$ cat src/rtl/gain_sched_pkg.sv
// Shared constants and helpers for the gain scheduler.
package gain_sched_pkg;

  localparam int unsigned DEF_NCH   = 4;
  localparam int unsigned DEF_IW    = 16;
  localparam int unsigned DEF_GW    = 16;
  localparam int unsigned DEF_GFRAC = 12;
  localparam int unsigned DEF_OW    = 12;

  localparam int unsigned CNT_W = 8;
  localparam logic [CNT_W-1:0] CNT_MAX = 8'd255;

  // 1.0 in the default Q4.12 gain format
  localparam logic [DEF_GW-1:0] UNITY_GAIN = DEF_GW'(1) << DEF_GFRAC;

  // Saturating counter increment, holds at CNT_MAX
  function automatic logic [CNT_W-1:0] cnt_inc(input logic [CNT_W-1:0] c);
    return (c == CNT_MAX) ? c : c + CNT_W'(1);
  endfunction

endpackage

$ cat src/rtl/gain_sched_sat.sv
// Signed saturation of an isz-bit value down to osz bits.
module gain_sched_sat #(
  parameter int unsigned isz  = 20,
  parameter int unsigned osz  = 12,
  parameter int unsigned warn = 0
) (
  input  logic signed [isz-1:0] din,
  output logic signed [osz-1:0] dout_c,
  output logic                  hit_c
);

  localparam logic signed [osz-1:0] MAXV = {1'b0, {(osz-1){1'b1}}};
  localparam logic signed [osz-1:0] MINV = {1'b1, {(osz-1){1'b0}}};

  // Sign bit plus all bits dropped by the narrowing must agree to be in range
  logic [isz-osz:0] hi_bits;
  logic             pos_ovf;
  logic             neg_ovf;

  assign hi_bits = din[isz-1:osz-1];
  assign pos_ovf = !din[isz-1] && (|hi_bits);
  assign neg_ovf = din[isz-1] && !(&hi_bits);
  assign hit_c   = pos_ovf | neg_ovf;

  // Clamp to the output range
  always_comb begin
    dout_c = din[osz-1:0];
    if (pos_ovf) begin
      dout_c = MAXV;
    end else if (neg_ovf) begin
      dout_c = MINV;
    end
  end

  // Optional simulation check that flags any clipping
  if (warn != 0) begin : g_warn
    always_comb begin
      assert (!hit_c);
    end
  end

endmodule

$ cat src/rtl/gain_sched.sv
// Round-robin multi-channel sample scaler with per-channel gain and
// saturation event counters; two-stage pipeline, one sample per cycle.
module gain_sched
  import gain_sched_pkg::*;
#(
  parameter int unsigned NCH   = DEF_NCH,
  parameter int unsigned IW    = DEF_IW,
  parameter int unsigned GW    = DEF_GW,
  parameter int unsigned GFRAC = DEF_GFRAC,
  parameter int unsigned OW    = DEF_OW
) (
  input  logic                       clk,
  input  logic                       rst_n,
  input  logic [NCH*IW-1:0]          in_data,
  input  logic [NCH-1:0]             in_valid,
  output logic [NCH-1:0]             in_ready,
  input  logic                       cfg_we,
  input  logic [$clog2(NCH)-1:0]     cfg_addr,
  input  logic [GW-1:0]              cfg_data,
  input  logic                       sat_clr,
  output logic [OW-1:0]              out_data,
  output logic [$clog2(NCH)-1:0]     out_chan,
  output logic                       out_valid,
  output logic [NCH*CNT_W-1:0]       sat_cnt,
  output logic [NCH-1:0]             sat_flag
);

  localparam int unsigned CW = $clog2(NCH);
  localparam int unsigned PW = IW + GW;
  localparam int unsigned SW = PW - GFRAC;
  localparam logic [GW-1:0] UNITY = GW'(1) << GFRAC;

  logic [GW-1:0]        gain_q [NCH];
  logic [CW-1:0]        rr_ptr_q;
  logic                 gnt_any_c;
  logic [CW-1:0]        gnt_idx_c;

  logic                 s1_valid;
  logic signed [IW-1:0] s1_data;
  logic signed [GW-1:0] s1_gain;
  logic [CW-1:0]        s1_chan;

  logic signed [PW-1:0] prod_c;
  logic signed [SW-1:0] shft_c;
  logic signed [OW-1:0] sat_data_c;
  logic                 sat_hit_c;

  logic [CNT_W-1:0]     cnt_q [NCH];
  logic [CNT_W-1:0]     cnt_d [NCH];
  logic [NCH-1:0]       flag_d;

  // Round-robin search: first valid channel at or after the pointer, with wrap
  always_comb begin
    logic [CW-1:0] idx;
    idx       = '0;
    gnt_any_c = 1'b0;
    gnt_idx_c = '0;
    for (int unsigned k = 0; k < NCH; k++) begin
      idx = rr_ptr_q + CW'(k);
      if (!gnt_any_c && in_valid[idx]) begin
        gnt_any_c = 1'b1;
        gnt_idx_c = idx;
      end
    end
  end

  // One-hot accept strobe, forced low during reset
  always_comb begin
    in_ready = '0;
    if (rst_n && gnt_any_c) begin
      in_ready[gnt_idx_c] = 1'b1;
    end
  end

  // Arbiter pointer and gain registers
  always_ff @(posedge clk or negedge rst_n) begin
    if (!rst_n) begin
      rr_ptr_q <= '0;
      for (int unsigned k = 0; k < NCH; k++) begin
        gain_q[k] <= UNITY;
      end
    end else begin
      if (gnt_any_c) begin
        rr_ptr_q <= gnt_idx_c + CW'(1);
      end
      if (cfg_we) begin
        gain_q[cfg_addr] <= cfg_data;
      end
    end
  end

  // Stage 1: capture granted sample with the gain in effect before any same-cycle write
  always_ff @(posedge clk or negedge rst_n) begin
    if (!rst_n) begin
      s1_valid <= 1'b0;
      s1_data  <= '0;
      s1_gain  <= '0;
      s1_chan  <= '0;
    end else begin
      s1_valid <= gnt_any_c;
      if (gnt_any_c) begin
        s1_data <= in_data[IW*int'(gnt_idx_c) +: IW];
        s1_gain <= gain_q[gnt_idx_c];
        s1_chan <= gnt_idx_c;
      end
    end
  end

  // Full-precision product; dropping the low GFRAC bits is a floor shift
  assign prod_c = PW'(s1_data) * PW'(s1_gain);
  assign shft_c = prod_c[PW-1:GFRAC];

  gain_sched_sat #(
    .isz  (SW),
    .osz  (OW),
    .warn (0)
  ) sat (
    .din    (shft_c),
    .dout_c (sat_data_c),
    .hit_c  (sat_hit_c)
  );

  // Stage 2: output register, holds when idle
  always_ff @(posedge clk or negedge rst_n) begin
    if (!rst_n) begin
      out_valid <= 1'b0;
      out_data  <= '0;
      out_chan  <= '0;
    end else begin
      out_valid <= s1_valid;
      if (s1_valid) begin
        out_data <= sat_data_c;
        out_chan <= s1_chan;
      end
    end
  end

  // Counter next state: clear dominates, increment lands with out_valid
  always_comb begin
    for (int unsigned i = 0; i < NCH; i++) begin
      cnt_d[i] = cnt_q[i];
      if (sat_clr) begin
        cnt_d[i] = '0;
      end else if (s1_valid && sat_hit_c && (s1_chan == CW'(i))) begin
        cnt_d[i] = cnt_inc(cnt_q[i]);
      end
      flag_d[i] = |cnt_d[i];
    end
  end

  // Saturation counters and nonzero flags
  always_ff @(posedge clk or negedge rst_n) begin
    if (!rst_n) begin
      for (int unsigned i = 0; i < NCH; i++) begin
        cnt_q[i] <= '0;
      end
      sat_flag <= '0;
    end else begin
      for (int unsigned i = 0; i < NCH; i++) begin
        cnt_q[i] <= cnt_d[i];
      end
      sat_flag <= flag_d;
    end
  end

  // Flatten counters onto the output bus
  always_comb begin
    sat_cnt = '0;
    for (int unsigned i = 0; i < NCH; i++) begin
      sat_cnt[i*CNT_W +: CNT_W] = cnt_q[i];
    end
  end

endmodule

$ cat config.mk
export PLATFORM = sky130hd
export DESIGN_NAME = gain_sched
export DESIGN_NICKNAME = d
export VERILOG_FILES = /design/src/rtl/gain_sched_pkg.sv /design/src/rtl/gain_sched_sat.sv /design/src/rtl/gain_sched.sv
export SDC_FILE = /design/constraint.sdc
export NUM_CORES = 1
export LEC_CHECK = 0
export ABC_AREA = 1
export BUFFER_PORTS_ARGS = -buffer_cell sky130_fd_sc_hd__buf_2
export CAP_MARGIN = 10
export CORE_ASPECT_RATIO = 0.6
export CORE_MARGIN = 10
export CORE_UTILIZATION = 69
export CTS_BUF_LIST = sky130_fd_sc_hd__clkbuf_8
export CTS_CLUSTER_SIZE = 8
export DETAILED_ROUTE_END_ITERATION = 16
export HOLD_SLACK_MARGIN = 0.12
export PLACE_DENSITY = 0.88
export SLEW_MARGIN = 10
export SYNTH_ARGS = -nofsm -noshare
export SYNTH_HDL_FRONTEND = slang
export SYNTH_SLANG_ARGS = --single-unit
$ cat constraint.sdc
create_clock -name clk -period 18.2 [get_ports clk]
set_input_delay 3.64 -clock clk [delete_from_list [all_inputs] [get_ports clk]]
set_output_delay 3.64 -clock clk [all_outputs]
set_load 0.05 [all_outputs]
==> summary.md <==
| Metric | Value |
|---|---|
| Outcome | completed |
| RSZ-0062 raised after global routing | no |
| Number of enable flip-flop cells after synthesis | 0 |
| Sequential area share after synthesis | 0.202 |
| Root buf cell | clkbuf_8 |
| Flops & latches, synth | 152 |
| Setup TNS | 0 ns |
| Maxcap violations | 0 |
| DRC Markers | 0 |
| Layout cells sized above 1 | 0.102 |
| R2r endpoint | sat_flag[0] |
| Register-to-Register Path Depth | 27 |
| Number of buffers added on ports | 144 |
| Initial antenna violation count | 0 |
| Nets | 2983 |
| Post-cts hold buffer count | 0 |
| Iter 0 DRT Violations | 1985 |
| Post-route ant nets | 0 |
| Syn_area_per_cell | 7.58 µm² |
| Cell area after synthesis | 18800 µm² |
| Core area | 26600 µm² |
| Global route overflow | 0 |
| DR WL/cell | 17.4 µm |
| Syn Nets | 2925 |
| Drt total wl | 50700 µm |
| Crit path kind | in2out |
| Initial Util | 0.707 |
| Sink Count | 152 |
| Most common cell after layout, fill and taps aside | nand2_1 |
| Ys async rst share | 1.00 |
| Fin. max-slew vios | 0 |
| Skew final | 0.0205 ns |
| Tot GR Track Use | 0.306 |
| Yosys warnings | 0 |
| Hold path endpoint | gain_q[32] |
| Final Core Density | 0.750 |
| Die Y | 148 µm |
| Area Growth Syn to Fin | 6.04% |
| Horiz. Die Dim | 233 µm |
| Hold Startpoint | gain_q[32] |
| Hold depth | 2 |
| Vias | 16400 |
| Slew margin rel. | 0.207 |
| Fin crit period | 10.46 ns |
| 1st-pass router iterations | 8 |
| Clock latency on the worst-skew pair | 0.50 ns |
| Post-DP Area | 19600 µm² |
| DPL Wire Length | 39600 µm |
| WHS | 0.492 ns |
| CP arrival | 6.82 ns |
| Hold WC Path Type | reg2reg |
| Die ar. | 34500 µm² |
| Slew @ Worst Pin | 1.19 ns |
| N_diodes | 0 |
| Synth cell types | 45 |
| WP data required | 14.56 ns |
| Predominant post-synthesis flop cell | dfrtp_1 |
| Synth Instances | 2487 |
| Setup violators final | 0 |
| Startpoint types | input pin |
| CTS tree | built |
| Via density | 5.61 |
| CTS Buf Count | 17 |
| I/O pin cnt | 145 |
| CTS Buffer Depth | 2 |
| Worst reg-to-reg setup slack | 10.05 ns |
| GP Congestion | 0.975 |
| Design area | 20000 µm² |
| Tcrit/Tclk final | 0.575 |
| Clock transition at path regs | 0.09 ns |
| Row count | 46 |
| Pin count of the biggest net entering global routing | 70 |
| H-tree depth | 4 |
| Worst R2R Start | s1_data[15] |
| Post-CTS Resized | 0 |
| Most frequent cells in the layout | nand2_1, inv_1, fa_1 |
| Vias in the first global route | 17100 |
| Final hold viol count | 0 |
| Postcts setup bufs | 0 |
| CP Capture Type | output port |
| FMAX | 95.6 MHz |
| Global-route wire length before repair | 85100 µm |
| Max FO, Critical Path | 69 |
| Fill cells | 1997 |
==> Yosys cell counts (4+ instances only) <==
cell | n | area share
nand2_1 | 616 | 0.12
inv_1 | 597 | 0.12
fa_1 | 261 | 0.28
nor2_1 | 169 | 0.034
dfrtp_1 | 148 | 0.20
o21ai_0 | 128 | 0.034
ha_1 | 87 | 0.058
clkbuf_1 | 83 | 0.017
nand3_1 | 74 | 0.020
a21oi_1 | 49 | 0.013
nand4_1 | 39 | 0.013
xor2_1 | 27 | 0.013
or2_2 | 26 | 0.0086
o21bai_1 | 22 | 0.0088
a31oi_1 | 20 | 0.0066
buf_2 | 17 | 0.0045
nor3_1 | 14 | 0.0037
o211ai_1 | 13 | 0.0052
nand2_2 | 10 | 0.0033
o21ai_1 | 10 | 0.0027
nor2_2 | 9 | 0.0030
xnor2_1 | 8 | 0.0037
buf_6 | 6 | 0.0036
nand3_4 | 6 | 0.0056
buf_4 | 5 | 0.0020
nor2_4 | 5 | 0.0030
dfstp_2 | 4 | 0.0056
nand3_2 | 4 | 0.0021
nor4_1 | 4 | 0.0013
==> critical path, cell delays in order <==
cell and delay (ns):
buf_2 0.09, mux2i_1 0.10, o21ai_0 0.34, nor2_1 0.15
nand3_2 0.08, buf_4 0.41, nand3_2 0.11, buf_4 0.34
inv_2 0.82, ha_1 0.27, inv_1 0.04, nor2_1 0.12
buf_2 0.29
==> worst max-delay path by stage <==
stage                     cells past startpoint          end   startpoint  slack, ns
after detailed placement                     13  in_ready[3]  in_valid[3]       7.80
after CTS                                    13  in_ready[1]  in_valid[3]       7.77
after global routing                         13  in_ready[1]  in_valid[3]       7.43
after global placement                       13  in_ready[3]  in_valid[3]       7.90
after floorplan                              13  in_ready[0]  in_valid[1]       8.85
final                                        13  in_ready[1]  in_valid[3]       7.74
==> sequential cells by signal (all words and copies together) (netlist names) <==
signal     count
s1_chan        2
out_chan       2
s1_gain       16
rr_ptr_q       2
gain_q        64
sat_flag       4
sat_cnt       32
s1_valid       1
s1_data       16
out_valid      1
out_data      12
==> area by class of cell <==
| cell class | count | area [µm²] | area share |
|---|---|---|---|
| clock buffer | 19 | 262 | 0.0131 |
| clock inverter | 13 | 145 | 0.00726 |
| sequential | 152 | 3810 | 0.191 |
| inverter | 600 | 2250 | 0.113 |
| timing repair buffer | 153 | 795 | 0.0398 |
| tap | 360 | 450 | 0.0225 |
| multi-input combinational | 1621 | 12300 | 0.614 |
==> logic make-up after synthesis <==
family / share of synthesized area
buf+inv: 0.147
xor+xnor: 0.0171
simple gates: 0.224
flops: 0.202
compound gates: 0.0734
fa+ha+maj: 0.335
mux: 0.00159
==> per-layer routing <==
layer	vias up	GRT usage	share of wire
met5	-	0	0
met1	7894	0.411	0.41
met2	848	0.485	0.46
met4	0	0.102	0.028
met3	150	0.0657	0.099
li1	7488	-	-
==> stage by stage <==
stage	setup WS, ns	instances
after floorplan	8.85	2487
after global placement	7.90	2886
after detailed placement	7.80	2886
after CTS	7.77	2918
after global routing	7.43	2918
final	7.74	2918
Power is left out: the tool's default activity adds up to more than one toggle a clock period on the data nets, which glitch-free logic cannot reach.
